`config.mk`:
```
export PLATFORM = sky130hd
export DESIGN_NAME = mux_stream_rr
export DESIGN_NICKNAME = d
export VERILOG_FILES = /design/src/rtl/mux_stream_rr.sv
export SDC_FILE = /design/constraint.sdc
export NUM_CORES = 1
export LEC_CHECK = 0
export CAP_MARGIN = 25
export CORE_ASPECT_RATIO = 0.8
export CORE_MARGIN = 8
export CORE_UTILIZATION = 39
export CTS_CLUSTER_SIZE = 14
export DETAILED_ROUTE_END_ITERATION = 16
export PLACE_DENSITY = 0.85
export SLEW_MARGIN = 20
export SYNTH_ARGS = -nofsm -noshare
export SYNTH_HDL_FRONTEND = slang
export SYNTH_SLANG_ARGS = --single-unit
```
`constraint.sdc`:
```
create_clock -name clk -period 3.4 [get_ports clk]
set_input_delay 0.68 -clock clk [delete_from_list [all_inputs] [get_ports clk]]
set_output_delay 0.68 -clock clk [all_outputs]
set_load 0.02 [all_outputs]
```
`src/rtl/mux_stream_rr.sv`:
```
// N-channel registered stream multiplexer.
// Fixed-select or round-robin grant into one output register.
module mux_stream_rr #(
  parameter int N_CH = 4,
  parameter int W    = 8,
  localparam int CW  = (N_CH > 1) ? $clog2(N_CH) : 1
) (
  input  logic              clk,
  input  logic              rst,
  input  logic              mode,
  input  logic [CW-1:0]     sel,
  input  logic [N_CH-1:0]   in_valid,
  input  logic [N_CH*W-1:0] in_data,
  output logic [N_CH-1:0]   in_ready,
  output logic              out_valid,
  output logic [W-1:0]      out_data,
  output logic [CW-1:0]     out_ch,
  input  logic              out_ready
);

  logic [CW-1:0] rr_ptr;
  logic [CW-1:0] rr_g;
  logic [CW-1:0] idx;
  logic [CW-1:0] g;
  logic [W-1:0]  g_data;
  logic          rr_hit;
  logic          fx_hit;
  logic          hit;
  logic          load_en;
  logic          xfer;

  // Round-robin search: first valid channel at or after rr_ptr.
  always_comb begin
    rr_hit = 1'b0;
    rr_g   = '0;
    idx    = '0;
    for (int i = 0; i < N_CH; i++) begin
      idx = CW'((int'(rr_ptr) + i) % N_CH);
      if (!rr_hit && in_valid[idx]) begin
        rr_hit = 1'b1;
        rr_g   = idx;
      end
    end
  end

  // Pick the grant for the active mode and drive the ready lines.
  always_comb begin
    load_en  = !out_valid || out_ready;
    fx_hit   = int'(sel) < N_CH;
    hit      = mode ? rr_hit : fx_hit;
    g        = mode ? rr_g : sel;
    in_ready = '0;
    if (hit && load_en && !rst)
      in_ready = N_CH'(1) << g;
    xfer     = |(in_valid & in_ready);
  end

  // Data of the granted channel.
  always_comb begin
    g_data = '0;
    for (int k = 0; k < N_CH; k++) begin
      if (g == CW'(k))
        g_data = in_data[k*W +: W];
    end
  end

  // Fairness pointer moves past the winner on each round-robin transfer.
  always_ff @(posedge clk or posedge rst) begin
    if (rst) begin
      rr_ptr <= '0;
    end else if (xfer && mode) begin
      rr_ptr <= (g == CW'(N_CH - 1)) ? '0 : g + 1'b1;
    end
  end

  // Output register: load on transfer, empty when free with no grant.
  always_ff @(posedge clk or posedge rst) begin
    if (rst) begin
      out_valid <= 1'b0;
      out_data  <= '0;
      out_ch    <= '0;
    end else if (load_en) begin
      out_valid <= xfer;
      if (xfer) begin
        out_data <= g_data;
        out_ch   <= g;
      end
    end
  end

endmodule

```
# --- Yosys cells after proc, flatten, opt, wreduce, memory -nomap -nowiden ---
# Cells that the tools add are included.
classes:
  n_addsub: 4
  order_cmp: 4
  eq_ne: 3
  n_shift: 1
  mux: 24
  bitwise_logic: 1
  n_reduce_logical: 15
op_table:
  columns: ["cell", "count"]
  rows:
  - ["8-bit two-way mux", 4]
  - ["2-bit by 3-bit less-than comparator with 1-bit output, second input constant", 4]
  - ["2-bit two-way mux", 6]
  - ["1-bit two-way mux", 9]
  - ["1-bit binary-select mux with 2-bit select", 4]
  - ["1-bit logical AND", 6]
  - ["1-bit logical NOT", 5]
  - ["2-bit by 1-bit adder with 2-bit output, second input constant", 2]
  - ["2-bit adder, second input constant", 2]
  - ["4-bit AND", 1]
  - ["2-bit equality test, second input constant", 2]
  - ["4-bit two-way mux", 1]
  - ["4-bit OR reduction", 1]
  - ["1-bit by 2-bit left shift with 4-bit output, first input constant", 1]
  - ["2-bit by 1-bit equality test with 1-bit output, second input constant", 1]
  - ["2-bit logical NOT", 1]
  - ["2-bit AND reduction", 1]
  - ["1-bit logical OR", 1]
word_totals:
  register_bits: 13
  input_bits: 42
  output_inout_bits: 15
  wordCells: 56

# --- Logic depth before layout (Yosys ltp) ---
# Gate-level depths: netlist (run 1).
depth:
  ltp_word: 19
  mapped_depth: 12
  mapped_depth_nobuf: 9

# --- Least setup slack after synthesis (run 1) ---
# OpenSTA, ideal clock, no wires.
synth_timing:
  kind: "input-to-output"
  startpoint: "in in_valid[0]"
  endpoint: "out in_ready[3]"
  arrival_time_ps: 2841
  required_ps: 2720
  setup_slack_ps: -121
  stages: 8
  n_path_buf: 2
  path_cell_list: "mux2_4 a222oi_1 mux2i_2 inv_1 ha_1 clkbuf_1 clkbuf_1 nor3b_1"
synth_via:
  word_cells_on_any_way: 28
  cone_classes: "shift (1); mux (19); reduce/logical (8)"
synth_lines:
  columns: ["item", "line", "source"]
  rows:
  - ["from (decl)", "12", "input logic [N_CH-1:0] in_valid,"]
  - ["1-bit binary-select mux with 2-bit select", "39", "if (!rr_hit && in_valid[idx]) begin"]
  - ["1-bit two-way mux (implied by the code)", "39", null]
  - ["1-bit two-way mux", "39", null]
  - ["1-bit logical NOT", "39", null]
  - ["1-bit logical AND", "39", null]
  - ["1-bit two-way mux", "39", null]
  - ["1-bit logical NOT", "39", null]
  - ["1-bit logical AND", "39", null]
  - ["1-bit two-way mux", "39", null]
  - ["1-bit logical NOT", "39", null]
  - ["1-bit logical AND", "39", null]
  - ["2-bit two-way mux *", "39", null]
  - ["2-bit two-way mux *", "51", "g = mode ? rr_g : sel;"]
  - ["net g[0]", "24", "logic [CW-1:0] g;"]
  - ["1-bit by 2-bit left shift with 4-bit output *", "54", "in_ready = N_CH'(1) << g;"]
  - ["4-bit two-way mux *", "53", "if (hit && load_en && !rst)"]
  - ["to (decl)", "14", "output logic [N_CH-1:0] in_ready,"]
# The timed path passes the listed nets; every way through them passes the cells marked *. The select of a mux whose other input is x is not followed.

# --- Final worst setup path (run 1) ---
layout_timing:
  startpoint: "in in_valid[0]"
  endpoint: "out in_ready[0]"
layout_via:
  elab_chain_len: 16
  word_cells_on_any_way: 28
  cone_classes: "shift (1); mux (19); reduce/logical (8)"
layout_rtl:
  columns: ["item", "line", "source"]
  rows:
  - ["1-bit binary-select mux with 2-bit select", "39", null]
  - ["1-bit two-way mux (implied by the code)", "39", null]
  - ["1-bit two-way mux", "39", null]
  - ["1-bit logical NOT", "39", null]
  - ["1-bit logical AND", "39", null]
  - ["1-bit two-way mux", "39", null]
  - ["1-bit logical NOT", "39", null]
  - ["1-bit logical AND", "39", null]
  - ["1-bit two-way mux", "39", null]
  - ["1-bit logical NOT", "39", null]
  - ["1-bit logical AND", "39", null]
  - ["1-bit two-way mux", "39", null]
  - ["1-bit two-way mux", "50", "hit = mode ? rr_hit : fx_hit;"]
  - ["1-bit logical AND (2 in a row)", "53", null]
  - ["4-bit two-way mux *", "53", null]
# Every way passes the cells marked *; elsewhere a longest branch is shown, timed or not. The select of a mux whose other input is x is not followed.

==> impl_results.md, run 1 <==
* Syn nets at 173
* Initial antenna violation count at 0
* Final hold vios at 0
* Skew-Pair Late Insertion Delay at 280 ps
* Post-Synth Simple-Gate Area at around 16%
* Synth Warn # at 0
* Util after Layout at 72.08%
* Cells along the critical path: dlygate4sd2_1 -> mux2_4 -> a222oi_1 -> mux2i_2 -> buf_4 -> ha_1 -> nor3b_1 -> clkdlybuf4s15_2
* Mux cell area share after synthesis at 6.738%
* Boundary Pins at 57
* Worst reg2reg startpoint: rr_ptr[1]$_DFFE_PP0P_
* FP Rows at 17
* DR vias/cell at 5.606
* Chip Width at roughly 74 um
* CP Capture Point: in_ready[0]
* Port-buffer cells at 56
* Final setup violation count at 0
* Min setup slack post-route at 51.73 ps
* Vias post-DR at 1,407
* Final min period at 3348 ps
* Status: finished clean
* Post-DR wirelength/cell at 17.17 um
* Met3 global-route usage at 2.244%
* Avg Inst Size Synth at 8.335 um^2
* Antenna Cells at 0
* CP required at 2720 ps
* Reg-to-reg slack, setup at 220 ps
* CP Depth at 8
* Top-area cell type share of the netlist area at 30.73%
* Pin count of the biggest net entering global routing at 18
* Delay of the slowest critical-path stage at 470 ps
* Cts bufs inserted at 3
* DP Wirelength at 3125 um
* Share of layout cells above drive strength 1 at 25.35%
* Compound-Gate Fraction of Synth Area at 32.27%
* Synth unique cells at 37
* Synth-to-layout area growth at 82.51%
* Initial core utilization at about two fifths
* Worst path arrival time at 2670 ps
* Root Driver: clkbuf_4
* R2R Path End: rr_ptr[1]$_DFFE_PP0P_
* Max Slew Vio Count at 0
* Top Usage Layer GRT: met2
* Placed inst area at 1790 um^2
* Vert. Die Dim at 62.60 um
* Post-route cell area at 1932 um^2
* Fin Hold WS at 533.8 ps
* CORE AREA at 2680 um^2
* Mapped Cells at 127
* Number of remaining DRC errors at 0
* Fin cells at 251
* Largest family of logic cells by synthesized area: compound AO/OA/AOI/OAI gates
* Slowest cell on crit path: a222oi_1
* Worst-margin pin slew at 467.2 ps
* Final wirelength at 4310 um
* Met2 Track Usage GR at between 20% and 30%
* Initial DRC count at 155
* Post-synth design cell area at 1059 um^2
* Met1 Usage GRT at 22.98%
* First-pass GRT wire length at 6630 um
* Top cell type by total area after synthesis: dfrtp_1
* Number of routed nets with antenna violations at 0
* Clock H-tree levels at 1
* Most common cell after layout, fill and taps aside: clkdlybuf4s50_1
* Hold Crit Class: register to register
* Leakage power at 0.9054 nW
* Number of global-route vias before repair at between 1,000 and 1,500
* FMAX at 298.7 MHz
* Nets at 260
* Flops & latches, synth at 13
* Maximum fanout along the worst path at 6
* Die ar. at 4647 um^2
* Worst-path clk slew at 80 ps
* Path depth of the worst reg2reg path at 10
* Post-route clock skew at 6.372 ps
* CTS tree: done
* Peak supply drop at 0.2452 mV
* DP Cell Count at 233
* Clock sinks at 13
* Max clock buf depth at 2
* # Max-Cap Violations at 0
* Startpoint Class: input port
* GRT Util Overall at between 15 and 20%
* Pwr per Cell Area at 616.3 nW/um^2
* Sequential share of the synthesized area at 30.73%
* Dominant cells by area after synthesis: dfrtp_1 31%, a221oi_1 7.4%, a211o_1 6.6%, inv_1 5.0%, a31oi_1 4.7%
* Slew HR at 68.85%
* Router iterations before antenna repair at 14
* Largest delay contributor family on the critical path: buffers and inverters
* Most frequent cells in the layout: 48 x clkdlybuf4s50_1, 36 x buf_4, 14 x inv_1, 13 x nor2_1, 13 x dfrtp_1
* Xor/xnor cell area share of the yosys netlist at 0%
* CP Capture Type: output pin
* Hold_buf cts at 0
* Crit share post-route at ~98%
* Post-place setup slack at -453.5 ps
* Worst setup path class: input port to output pin
* Gp weighted congestion at 0.8745
* Grt ovf at 0
* Setup crit start: in_valid[0]
* Adder-cell share of the synthesized area at 4.728%
* WP buf/inv at 3
## how the worst min path moves through the flow
stage,from,slack [ps],to,cells after the start
2_1_floorplan,rst,570,out_ch[0]$_DFFE_PP0P_,1
3_3_place_gp,out_ch[0]$_DFFE_PP0P_,500,out_ch[0]$_DFFE_PP0P_,2
3_5_place_dp,out_ch[1]$_DFFE_PP0P_,510,out_ch[1]$_DFFE_PP0P_,2
4_1_cts,out_ch[1]$_DFFE_PP0P_,530,out_ch[1]$_DFFE_PP0P_,2
5_1_grt,out_ch[1]$_DFFE_PP0P_,560,out_ch[1]$_DFFE_PP0P_,2
6_report,out_ch[1]$_DFFE_PP0P_,530,out_ch[1]$_DFFE_PP0P_,2
## Yosys cell counts (all sizes together)
cell    instances
inv            15
o21ai           3
mux2i           3
dfrtp          13
a21bo           1
o211ai          1
nor2b           2
a21oi           2
nor3b           4
o211a           2
a221oi          9
nor3            1
nand3b          1
a22o            2
a222oi          1
o221a           1
o21bai          1
o22ai           1
nand2b          2
mux2            3
o22a            1
a31oi           8
ha              4
nor4            1
clkbuf          8
buf             2
nor2           13
a211o           8
o21a            2
nand2          12
## what timing repair did
item / CTS / global route
pin swaps: 2 / 1
gates resized for setup: 20 / 5
endpoints found under the setup margin: 5 / 15
setup buffers: 13 / 1
## layer usage
layer / part of all wire (%) / wire, um
met4: 4.6 / 199
met3: 7.1 / 304
met5: 0 / 0
met1: 40 / 1734
met2: 48 / 2072
## sequential cells by signal, indices dropped and copies added (netlist names)
| register | count |
|---|---|
| out_data | 8 |
| out_valid | 1 |
| rr_ptr | 2 |
| out_ch | 2 |
## final cells by class
cell class                      instances  area (um^2)
Multi-Input combinational cell         89        650.6
Tap cell                               38        47.55
Clock buffer                            4        26.28
Fill cell                             195        748.2
Inverter                               15        56.30
Sequential cell                        13        325.3
Timing Repair Buffer                   92        825.8
## per-stage QoR
step	power (mW)	TNS (ps)
floorplan	0.6676	0
global placement	0.9515	-3369
detailed placement	0.9748	-4745
CTS	1.155	0
global route	1.262	-39.32
finish	1.191	0
## worst register-to-register path, stage by stage, from the launching register on
cell and delay [ps]:
dfrtp_1 540, mux2_4 350, a222oi_1 470, mux2i_2 160, buf_4 190, ha_1 190
buf_4 190, a22o_1 240, o211a_2 270, nand2_1 110, mux2_1 340
## kinds of logic (layout without fill, tap and decap cells)
kind of cell	Yosys count	count (layout)
AOI/OAI and AO/OA	43	43
adders and majority gates	4	4
buffers and inverters	25	111
DFF	13	13
muxes	6	6
and+or+nand+nor	36	36
## report_power, final
part | leakage [nW] | internal [mW] | switching, mW
Sequential | 0.150 | 0.230 | 0.0602
Combinational | 0.741 | 0.423 | 0.381
Clock | 0.0150 | 0.0456 | 0.0514
Power figures use the tool's default switching activity.
==> inputs of run 2 (changes only) <==
--- a/config.mk
+++ b/config.mk
@@ -8,10 +8,10 @@
 export CAP_MARGIN = 25
 export CORE_ASPECT_RATIO = 0.8
 export CORE_MARGIN = 8
-export CORE_UTILIZATION = 39
+export CORE_UTILIZATION = 42
 export CTS_CLUSTER_SIZE = 14
 export DETAILED_ROUTE_END_ITERATION = 16
-export PLACE_DENSITY = 0.85
+export PLACE_DENSITY = 0.9
 export SLEW_MARGIN = 20
 export SYNTH_ARGS = -nofsm -noshare
 export SYNTH_HDL_FRONTEND = slang
==> constraint.sdc (replaced) <==
create_clock -name clk -period 4.15 [get_ports clk]
set_input_delay 0.83 -clock clk [delete_from_list [all_inputs] [get_ports clk]]
set_output_delay 0.83 -clock clk [all_outputs]
set_load 0.02 [all_outputs]
==> impl_results.md, run 2 (synthesized netlist as in run 1, its figures left out) <==
* Nets at 238 (was 260)
* Status: finished clean (unchanged)
* Startpoint Class: input port (unchanged)
* Fin Hold WS at 533.6 ps (was 533.8 ps)
* Power Total at 0.8790 mW (was 1.191 mW)
* Top Registers: out_data: 8 flops, out_ch: 2 flops, rr_ptr: 2 flops (unchanged)
* # Max-Cap Violations at 0 (unchanged)
* Chip Width at 72.13 um (was 74.25 um)
* Crit share post-route at 93.03%
* Worst setup path class: input port to output pin (unchanged)
* Max Slew Vio Count at 0 (unchanged)
* GRT Util Overall at 16.50% (was 18.09%)
* Setup_tns at 0 ps (unchanged)
* Post-DR wirelength/cell at 16.96 um (was 17.17 um)
* RSZ-0062 raised after global routing: no
* DP Cell Count at 222 (was 233)
* Worst-margin pin slew at 532.0 ps (was 467.2 ps)
* Placed inst area at 1715 um^2 (was 1790 um^2)
* Worst reg2reg startpoint: rr_ptr[1]$_DFFE_PP0P_ (unchanged)
* Clock H-tree levels at 1 (unchanged)
* DR vias/cell at 5.388 (was 5.606)
* CTS tree: done (unchanged)
* Die ar. at 4392 um^2 (was 4647 um^2)
* Leakage power at 0.8228 nW (was 0.9054 nW)
* Number of remaining DRC errors at 0 (unchanged)
* Most frequent cells in the layout: 52 x clkdlybuf4s50_1, 14 x inv_1, 14 x buf_4, 13 x nor2_1, 13 x dfrtp_1 (was 48 x clkdlybuf4s50_1, 36 x buf_4, 14 x inv_1, 13 x nor2_1, 13 x dfrtp_1)
* Worst-path clk slew at 70 ps (was 80 ps)
* Port-buffer cells at 56 (unchanged)
* Post-route cell area at 1768 um^2 (was 1932 um^2)
* Fin cells at 227 (was 251)
* Final hold vios at 0 (unchanged)
* Number of routed nets with antenna violations at 0 (unchanged)
* Fillers at 181 (was 195)
* Pwr per Cell Area at 497.2 nW/um^2 (was 616.3 nW/um^2)
* Initial antenna violation count at 0 (unchanged)
* CORE AREA at 2422 um^2 (was 2680 um^2)
* Vias post-DR at 1,223 (was 1,407)
* Initial DRC count at 122 (was 155)
* Vert. Die Dim at 60.90 um (was 62.60 um)
* Pin count of the biggest net entering global routing at 22 (was 18)
* Number of global-route vias before repair at 1,127 (was 1,357)
* Antenna Cells at 0 (unchanged)
* Router iterations before antenna repair at 6 (was 14)
* Slew HR at 64.46% (was 68.85%)
* Util after Layout at 72.99% (was 72.08%)
* DP Wirelength at 3056 um (was 3125 um)
* Clock sinks at 13 (unchanged)
* Final wirelength at 3851 um (was 4310 um)
* Share of layout cells above drive strength 1 at 13.61% (was 25.35%)
* Cts bufs inserted at 3 (unchanged)
* Largest register FFs at 8 (unchanged)
* Max clock buf depth at 2 (unchanged)
* Most common cell after layout, fill and taps aside: clkdlybuf4s50_1 (unchanged)
* Final min period at 3861 ps
* Grt ovf at 0 (unchanged)
* Synth-to-layout area growth at 67.02% (was 82.51%)
* Boundary Pins at 57 (unchanged)
* FMAX at 259.0 MHz
* Skew-Pair Late Insertion Delay at 280 ps (about the same)
* Delay of the slowest critical-path stage at 550 ps (was 470 ps)
* Slowest cell on crit path: clkdlybuf4s50_1 (was a222oi_1)
* Hold Crit Class: register to register (unchanged)
* CP required at 3320 ps (was 2720 ps)
* Post-route clock skew at 3.057 ps (was 6.372 ps)
* Reg with most FFs: out_data (unchanged)
* Gp weighted congestion at 0.8394 (was 0.8745)
* Post-place setup slack at -10.29 ps (was -453.5 ps)
* Hold Path Origin: out_ch[1]$_DFFE_PP0P_ (unchanged)
* Final setup violation count at 0 (unchanged)
* Maximum fanout along the worst path at 6 (unchanged)
* Worst path arrival time at 3030 ps (was 2670 ps)
* Cells along the critical path: clkdlybuf4s50_1 -> buf_4 -> nand3b_1 -> a21oi_1 -> o21ai_0 -> o22ai_1 -> ha_1 -> nor3b_1 -> dlygate4sd2_1 (was dlygate4sd2_1 -> mux2_4 -> a222oi_1 -> mux2i_2 -> buf_4 -> ha_1 -> nor3b_1 -> clkdlybuf4s15_2)
* CP Capture Type: output pin (unchanged)
* Initial core utilization at 43.70% (was 39.50%)
* Peak supply drop at 0.3568 mV (was 0.2452 mV)
* First-pass GRT wire length at 5568 um (was 6630 um)
* Setup crit start: in_valid[0] (unchanged)
* Root Driver: clkbuf_4 (unchanged)
* FP Rows at 16 (was 17)
* Min setup slack post-route at 289.2 ps (was 51.73 ps)
==> run 2: cell type report <==
type,count,area [um^2],area share (%)
Multi-Input combinational cell,89,643.1,36.38
Tap cell,36,45.04,2.548
Inverter,15,56.30,3.185
Sequential cell,13,325.3,18.40
Clock buffer,4,26.28,1.486
Timing Repair Buffer,70,671.9,38.00
==> run 2: layer usage <==
layer / global-route usage (%) / vias up / share of wire (%)
met4: 7.536 / 0 / 1.4
met5: 0 / - / 0
met1: 21.25 / 577 / 43
met3: 2.970 / 5 / 6.1
li1: - / 590 / -
met2: 26.32 / 51 / 49
==> run 2: worst paths after layout <==
kind,endpoint,slack (ps),depth (start not counted)
setup reg to reg,out_ch[1]$_DFFE_PP0P_,1040,12
hold reg to reg,out_ch[1]$_DFFE_PP0P_,530,2
min in group asynchronous,out_data[3]$_DFFE_PP0P_,880,3
max in group asynchronous,out_ch[0]$_DFFE_PP0P_,3110,3
hold / removal,out_ch[1]$_DFFE_PP0P_,530,2
setup / recovery,in_ready[2],290,9
==> run 2: critical path: cells and delay by family <==
kind                       cells  cell delay [ps]
adders and majority gates      1              220
and+or+nand+nor                2              290
AOI/OAI and AO/OA              3              620
buffers and inverters          3             1080
==> run 2: power breakdown <==
| group | total [mW] | switching, mW | internal [mW] |
|---|---|---|---|
| Sequential | 0.241 | 0.0526 | 0.188 |
| Combinational | 0.560 | 0.279 | 0.281 |
| Clock | 0.0777 | 0.0404 | 0.0373 |
==> run 2: repair_timing <==
action	4_1_cts	5_1_grt
resized for setup	1	5
cloned	0	0
pin swaps	1	0
hold buffers	0	0
buffers inserted	1	0
endpoints found under the setup margin	3	3
==> inputs of run 3 (changes only) <==
--- a/config.mk
+++ b/config.mk
@@ -7,11 +7,10 @@
 export LEC_CHECK = 0
 export CAP_MARGIN = 25
 export CORE_ASPECT_RATIO = 0.8
-export CORE_MARGIN = 8
-export CORE_UTILIZATION = 42
+export CORE_UTILIZATION = 39
 export CTS_CLUSTER_SIZE = 14
 export DETAILED_ROUTE_END_ITERATION = 16
-export PLACE_DENSITY = 0.9
+export PLACE_DENSITY = 0.85
 export SLEW_MARGIN = 20
 export SYNTH_ARGS = -nofsm -noshare
 export SYNTH_HDL_FRONTEND = slang
==> constraint.sdc (replaced) <==
create_clock -name clk -period 4.3 [get_ports clk]
set_input_delay 0.86 -clock clk [delete_from_list [all_inputs] [get_ports clk]]
set_output_delay 0.86 -clock clk [all_outputs]
set_load 0.02 [all_outputs]
==> impl_results.md, run 3 (synthesized netlist as in run 1, its figures left out) <==
* Router iterations before antenna repair at 4 (was 6)
* Share of layout cells above drive strength 1 at 9.783% (was 13.61%)
* Antenna Cells at 0 (unchanged)
* Pin count of the biggest net entering global routing at 21 (was 22)
* Initial antenna violation count at 0 (unchanged)
* Top Registers: out_data: 8 flops, out_ch: 2 flops, rr_ptr: 2 flops (unchanged)
* Status: finished clean (unchanged)
* CP required at 3440 ps (was 3320 ps)
* Reg with most FFs: out_data (unchanged)
* Hold Path End: out_ch[0]$_DFFE_PP0P_ (was out_ch[1]$_DFFE_PP0P_)
* Final setup violation count at 0 (unchanged)
* Post-DR wirelength/cell at 14.94 um (was 16.96 um)
* Hold_buf cts at 0 (unchanged)
* Post-place setup slack at -96.23 ps (was -10.29 ps)
* Skew-Pair Late Insertion Delay at 270 ps (was 280 ps)
* Worst-margin pin slew at 578.7 ps (was 532.0 ps)
* CTS tree: done (unchanged)
* Clock sinks at 13 (unchanged)
* Delay of the slowest critical-path stage at 530 ps (was 550 ps)
* Fillers at 203 (was 181)
* Worst reg2reg startpoint: rr_ptr[1]$_DFFE_PP0P_ (unchanged)
* Initial DRC count at 54 (was 122)
* Startpoint Class: input port (unchanged)
* Most common cell after layout, fill and taps aside: clkdlybuf4s50_1 (unchanged)
* Reg-to-reg slack, setup at 1170 ps (was 1040 ps)
* Worst-path clk slew at 80 ps (was 70 ps)
* Number of routed nets with antenna violations at 0 (unchanged)
* CORE AREA at 2502 um^2 (was 2422 um^2)
* Worst setup path class: input port to output pin (unchanged)
* Initial core utilization at 42.30% (was 43.70%)
* Fin cells at 220 (was 227)
* Number of global-route vias before repair at 1,167 (was 1,127)
* Boundary Pins at 57 (unchanged)
* Crit share post-route at 93.56%
* Most frequent cells in the layout: 52 x clkdlybuf4s50_1, 14 x inv_1, 13 x nor2_1, 13 x dfrtp_1, 12 x nand2_1 (was 52 x clkdlybuf4s50_1, 14 x inv_1, 14 x buf_4, 13 x nor2_1, 13 x dfrtp_1)
* Synth-to-layout area growth at 61.11% (was 67.02%)
* Grt ovf at 0 (unchanged)
* Hold depth at 2 (unchanged)
* Hold Crit Class: register to register (unchanged)
* Slowest cell on crit path: clkdlybuf4s50_1 (unchanged)
* Flip-flop and latch area at 325.3 um^2 (unchanged)
* Port-buffer cells at 56 (unchanged)
* Path depth of the worst reg2reg path at 11 (was 12)
* Max clock buf depth at 2 (unchanged)
* R2R Path End: out_ch[1]$_DFFE_PP0P_ (unchanged)
* Cts bufs inserted at 3 (unchanged)
* FP Rows at 16 (unchanged)
* Post-CTS setup buffers at 0 (was 1)
* FMAX at 248.6 MHz
* Slew HR at 61.34% (was 64.46%)
* Final wirelength at 3286 um (was 3851 um)
* Gp weighted congestion at 0.8514 (was 0.8394)
* Nets at 231 (was 238)
* DP Wirelength at 2653 um (was 3056 um)
* Final hold vios at 0 (unchanged)
* First-pass GRT wire length at 5340 um (was 5568 um)
* Hold Path Origin: out_ch[0]$_DFFE_PP0P_ (was out_ch[1]$_DFFE_PP0P_)
* Pwr per Cell Area at 479.5 nW/um^2 (was 497.2 nW/um^2)
* Cells along the critical path: clkdlybuf4s50_1 -> mux2_1 -> nor4_2 -> o21a_1 -> o22a_1 -> ha_1 -> nor3b_1 -> dlygate4sd2_1 (was clkdlybuf4s50_1 -> buf_4 -> nand3b_1 -> a21oi_1 -> o21ai_0 -> o22ai_1 -> ha_1 -> nor3b_1 -> dlygate4sd2_1)
* Util after Layout at 68.15% (was 72.99%)
* RSZ-0062 raised after global routing: no (unchanged)
* CP Capture Type: output pin (unchanged)
* GRT Util Overall at 24.36% (was 16.50%)
* Vias post-DR at 1,220 (was 1,223)
* Max Slew Vio Count at 0 (unchanged)
* # Max-Cap Violations at 0 (unchanged)
* WP buf/inv at 2 (was 3)
* Vert. Die Dim at 48.60 um (was 60.90 um)
* Post-route clock skew at 2.230 ps (was 3.057 ps)
* Maximum fanout along the worst path at 8 (was 6)
* Post-CTS resize count at 3 (was 1)
* Power Total at 0.8178 mW (was 0.8790 mW)
* Number of remaining DRC errors at 0 (unchanged)
* Worst path arrival time at 3160 ps (was 3030 ps)
* Final min period at roughly 4000 ps
* DP Cell Count at 216 (was 222)
* Clock H-tree levels at 1 (unchanged)
* Min setup slack post-route at 277.0 ps (was 289.2 ps)
* Die ar. at 2928 um^2 (was 4392 um^2)
* Chip Width at 60.25 um (was 72.13 um)
* Peak supply drop at 0.1735 mV (was 0.3568 mV)
* Leakage power at 0.7747 nW (was 0.8228 nW)
* DR vias/cell at 5.545 (was 5.388)
* Root Driver: clkbuf_4 (unchanged)
* Largest register FFs at 8 (unchanged)
* Area of the multi-input gates at 636.9 um^2 (was 643.1 um^2)
* Largest delay contributor family on the critical path: buffers and inverters (unchanged)
==> run 3: cell types whose count changed in the layout (fill, tap and decap cells not counted), sizes merged <==
cell	before	now
buf	14	7
dlygate4sd2	1	2
dlymetal6s2s	3	2
==> run 3: where the power goes <==
part	total, mW	internal, mW	switching, mW
clock network	0.0733	0.0359	0.0374
registers	0.232	0.182	0.0503
logic	0.512	0.254	0.258
total	0.818	0.472	0.346
==> run 3: tightest hold or removal path, stage by stage (launching register included) <==
cell and delay, ps:
dfrtp_1 350, nor2_1 60, a21oi_2 90
==> run 3: metrics by stage <==
stage / setup TNS (ps) / hold WS [ps] / area (um^2)
6_report: 0 / 534.9 / 1705
3_3_place_gp: 0 / 496.4 / 1670
3_5_place_dp: -155.4 / 529.8 / 1670
4_1_cts: 0 / 547.6 / 1700
2_1_floorplan: 0 / 589.7 / 1059
5_1_grt: 0 / 582.8 / 1705
==> run 3: final cells by class <==
type                            count  share of cell area, %
Clock buffer                        4                  1.541
Inverter                           15                  3.302
Multi-Input combinational cell     89                  37.34
Sequential cell                    13                  19.08
Tap cell                           36                  2.641
Timing Repair Buffer               63                  36.10
==> run 3: layer usage <==
metal | share of wire, % | track usage, %
met4 | 1.6 | 9.690
met1 | 43 | 32.33
met5 | 0 | 0
met2 | 50 | 39.74
met3 | 5.6 | 2.406
==> run 3: how the worst max path moves through the flow <==
stage | to | depth (start not counted) | from
finish | in_ready[0] | 8 | in_valid[0]
global route | in_ready[2] | 8 | in_valid[3]
CTS | in_ready[1] | 8 | in_valid[0]
detailed placement | in_ready[0] | 8 | in_valid[0]
global placement | in_ready[1] | 8 | in_valid[0]
floorplan | in_ready[3] | 8 | in_valid[0]
==> patch (settings of run 1) <==
The parameter `N_CH` goes from 4 to 8.
--- a/src/rtl/mux_stream_rr.sv
+++ b/src/rtl/mux_stream_rr.sv
@@ -3,3 +3,3 @@
 module mux_stream_rr #(
-  parameter int N_CH = 4,
+  parameter int N_CH = 8,
   parameter int W    = 8,
Interface: changed (5 resized); port bits go from 57 to 99. No check against the original RTL was run, so the function may have changed too.
==> patch against run 1 <==
- the flow now finishes with violations (negative setup slack)
- die area up 120%
- critical path depth increased by 11
- routed wire length rose to 3.4 times the old value
- highest routed layer unchanged
- non-clock buffer count increased by 139
- total power grew to 6.6 times the old value
- sequential share of layout area down 10 points
- design area increased to 2.8 times the old value
- synthesized area grew to 2.7 times the old value
- sequential cell count increased by 2
- global-route usage increased by 7.4 points
- worst setup slack got worse by 1.0 ns
- largest power group unchanged
- utilization increased by 3.3 points
- largest cell class is now multi-input combinational cells
- register-to-register slack lost 1.2 ns
==> patch: results (changes against run 1) <==
stage	metric	value	unit	change
timing	skew	0.00662	ns	+0.000246 ns
placed_design	place_area	4860	sq um	+170%
synthesis	synth.yosys.seq_area_share	13.1	%	-18 points
status	status	complete, but fails checks		
synthesis	synth.top_cells.by_area	dfrtp_1 13%, mux4_2 12%, mux2i_1 3.5%		
placed_design	numPortBuffers	98		+75%
layout	fill_cells	473		+140%
synthesis	syn_nets	425		+150%
placed_design	routabilityCongestion	0.995		+14%
critical_path	critPathMaxStageDelay	0.56	ns	+0.09 ns
grt	grt_pass1_vias	3948		+190%
critical_path	critical_path.top_delay_family	compound AO/OA/AOI/OAI gates		
critical_path	crit_arrival	4.58	ns	+1.91 ns
route	drtPass1Iterations	5		-9
route	first_iter_violations	492		+220%
power	irDropWorstVdd	840	uV	+240%
synthesis	synthTopCellsByCount	19 x inv_1, 18 x clkbuf_1, 18 x nand2_1, 18 x nor2_1		
status	failed_checks	negative setup slack		
placed_design	dp_hpwl	10.1	mm	+220%
timing	worst_slew_pin_slew	0.624	ns	+0.157 ns
route	drt_wl_total	14.6	mm	+240%
timing	holdWs	0.517	ns	-0.0170 ns
clock_network	clock_latency	0.25	ns	-0.03 ns
timing	finalSetupViolations	23		+23
layout	drive_above_1_share	47.0	%	+22 points
layout	final_nets	630		+140%
synthesis	ys_types	71		+92%
grt	grt_start_max_net_pins	22		+4
timing	post-route-worst-setup-slack	-0.982	ns	-1.03 ns
layout	layout_commonest_cell	buf_4		
synthesis	avgSynthCellArea	8.47	sq um	+1.7%
min_path	hp-class	reg -> reg		
clock_network	cts_root_buffer	clkbuf_8		
route	dr_total_vias	4108		+190%
power	p_leak	2.29	nW	+150%
critical_path	critPathSlowestCell	mux4_2		
synthesis	synth_edf_count	0		unchanged
grt	grt_pass1_wl	21.5	mm	+220%
grt	grt_usage	25.5	%	+7.4 points
clock_network	clk_pin_slew	0.06	ns	-0.02 ns
critical_path	cp_max_fo	8		+2
layout	reg.largest.list	out_data: 8 flops, out_ch: 3 flops, rr_ptr: 3 flops		
[patch: cell types whose count changed in the layout (fill, tap and decap cells not counted), sizes merged, moves of 11 or more]
cell / delta
buf: +102
clkdlybuf4s50: +34
mux2: +15
mux4: +15
nor3: +15
o211ai: +11
[patch: cell type report]
class,instances,area share [%]
clock buffer,3,0.755
clock inverter,1,0.0916
sequential,15,6.87
tap,90,2.06
multi-input combinational,272,49.6
inverter,21,1.69
timing repair buffer,231,38.9
[patch: logic make-up after synthesis]
| kind of cell | share of synthesized area [%] |
|---|---|
| mux | 22.7 |
| simple gates | 16.8 |
| flops | 13.1 |
| fa+ha+maj | 3.05 |
| compound gates | 34.6 |
| xor+xnor | 1.52 |
| buf+inv | 8.23 |
[patch: timing repair]
item	CTS	global route
hold buffers	0	0
buffers inserted	19	10
gates resized for setup	99	38
setup endpoints to repair	23	23
cloned	0	1
pin swaps	13	18
[patch: final timing paths]
check / start / end / cells past startpoint
worst max-delay path: rr_ptr[0]$_DFFE_PP0P_ / out_data[2]$_DFFE_PP0P_ / 19
worst min-delay path: out_data[0]$_DFFE_PP0P_ / out_data[0]$_DFFE_PP0P_ / 1
worst max register to register: rr_ptr[0]$_DFFE_PP0P_ / out_data[2]$_DFFE_PP0P_ / 19
worst min register to register: out_data[0]$_DFFE_PP0P_ / out_data[0]$_DFFE_PP0P_ / 1
max in group asynchronous: rst / rr_ptr[2]$_DFFE_PP0P_ / 2
min in group asynchronous: rst / out_data[2]$_DFFE_PP0P_ / 2
[patch: stage by stage]
step	utilization [%]	cells	setup slack (ns)	setup TNS (ns)	power (mW)
after floorplan	-	339	-1.08	-21.39	4.09
after global placement	67.1	603	-1.34	-27.86	6.03
after detailed placement	67.1	603	-1.52	-31.44	6.16
after CTS	71.9	626	-0.820	-16.50	6.97
after global routing	75.4	633	-1.14	-21.29	8.15
final	75.4	633	-0.982	-18.37	7.80
[patch: routing by layer]
layer | share of wire (%) | up-vias | global-route usage (%)
met1 | 40 | 1983 | 34.3
met3 | 8.8 | 80 | 3.77
met5 | 0 | - | 0
li1 | - | 1764 | -
met4 | 4.5 | 0 | 9.74
met2 | 46 | 281 | 40.7
[patch: where the power goes]
group | switching (mW) | total (mW) | leakage, nW | internal (mW)
clock | 0.0640 | 0.145 | 0.0255 | 0.0813
sequential | 0.0643 | 0.339 | 0.182 | 0.275
combinational | 3.61 | 7.32 | 2.09 | 3.70
total | 3.74 | 7.80 | 2.29 | 4.06
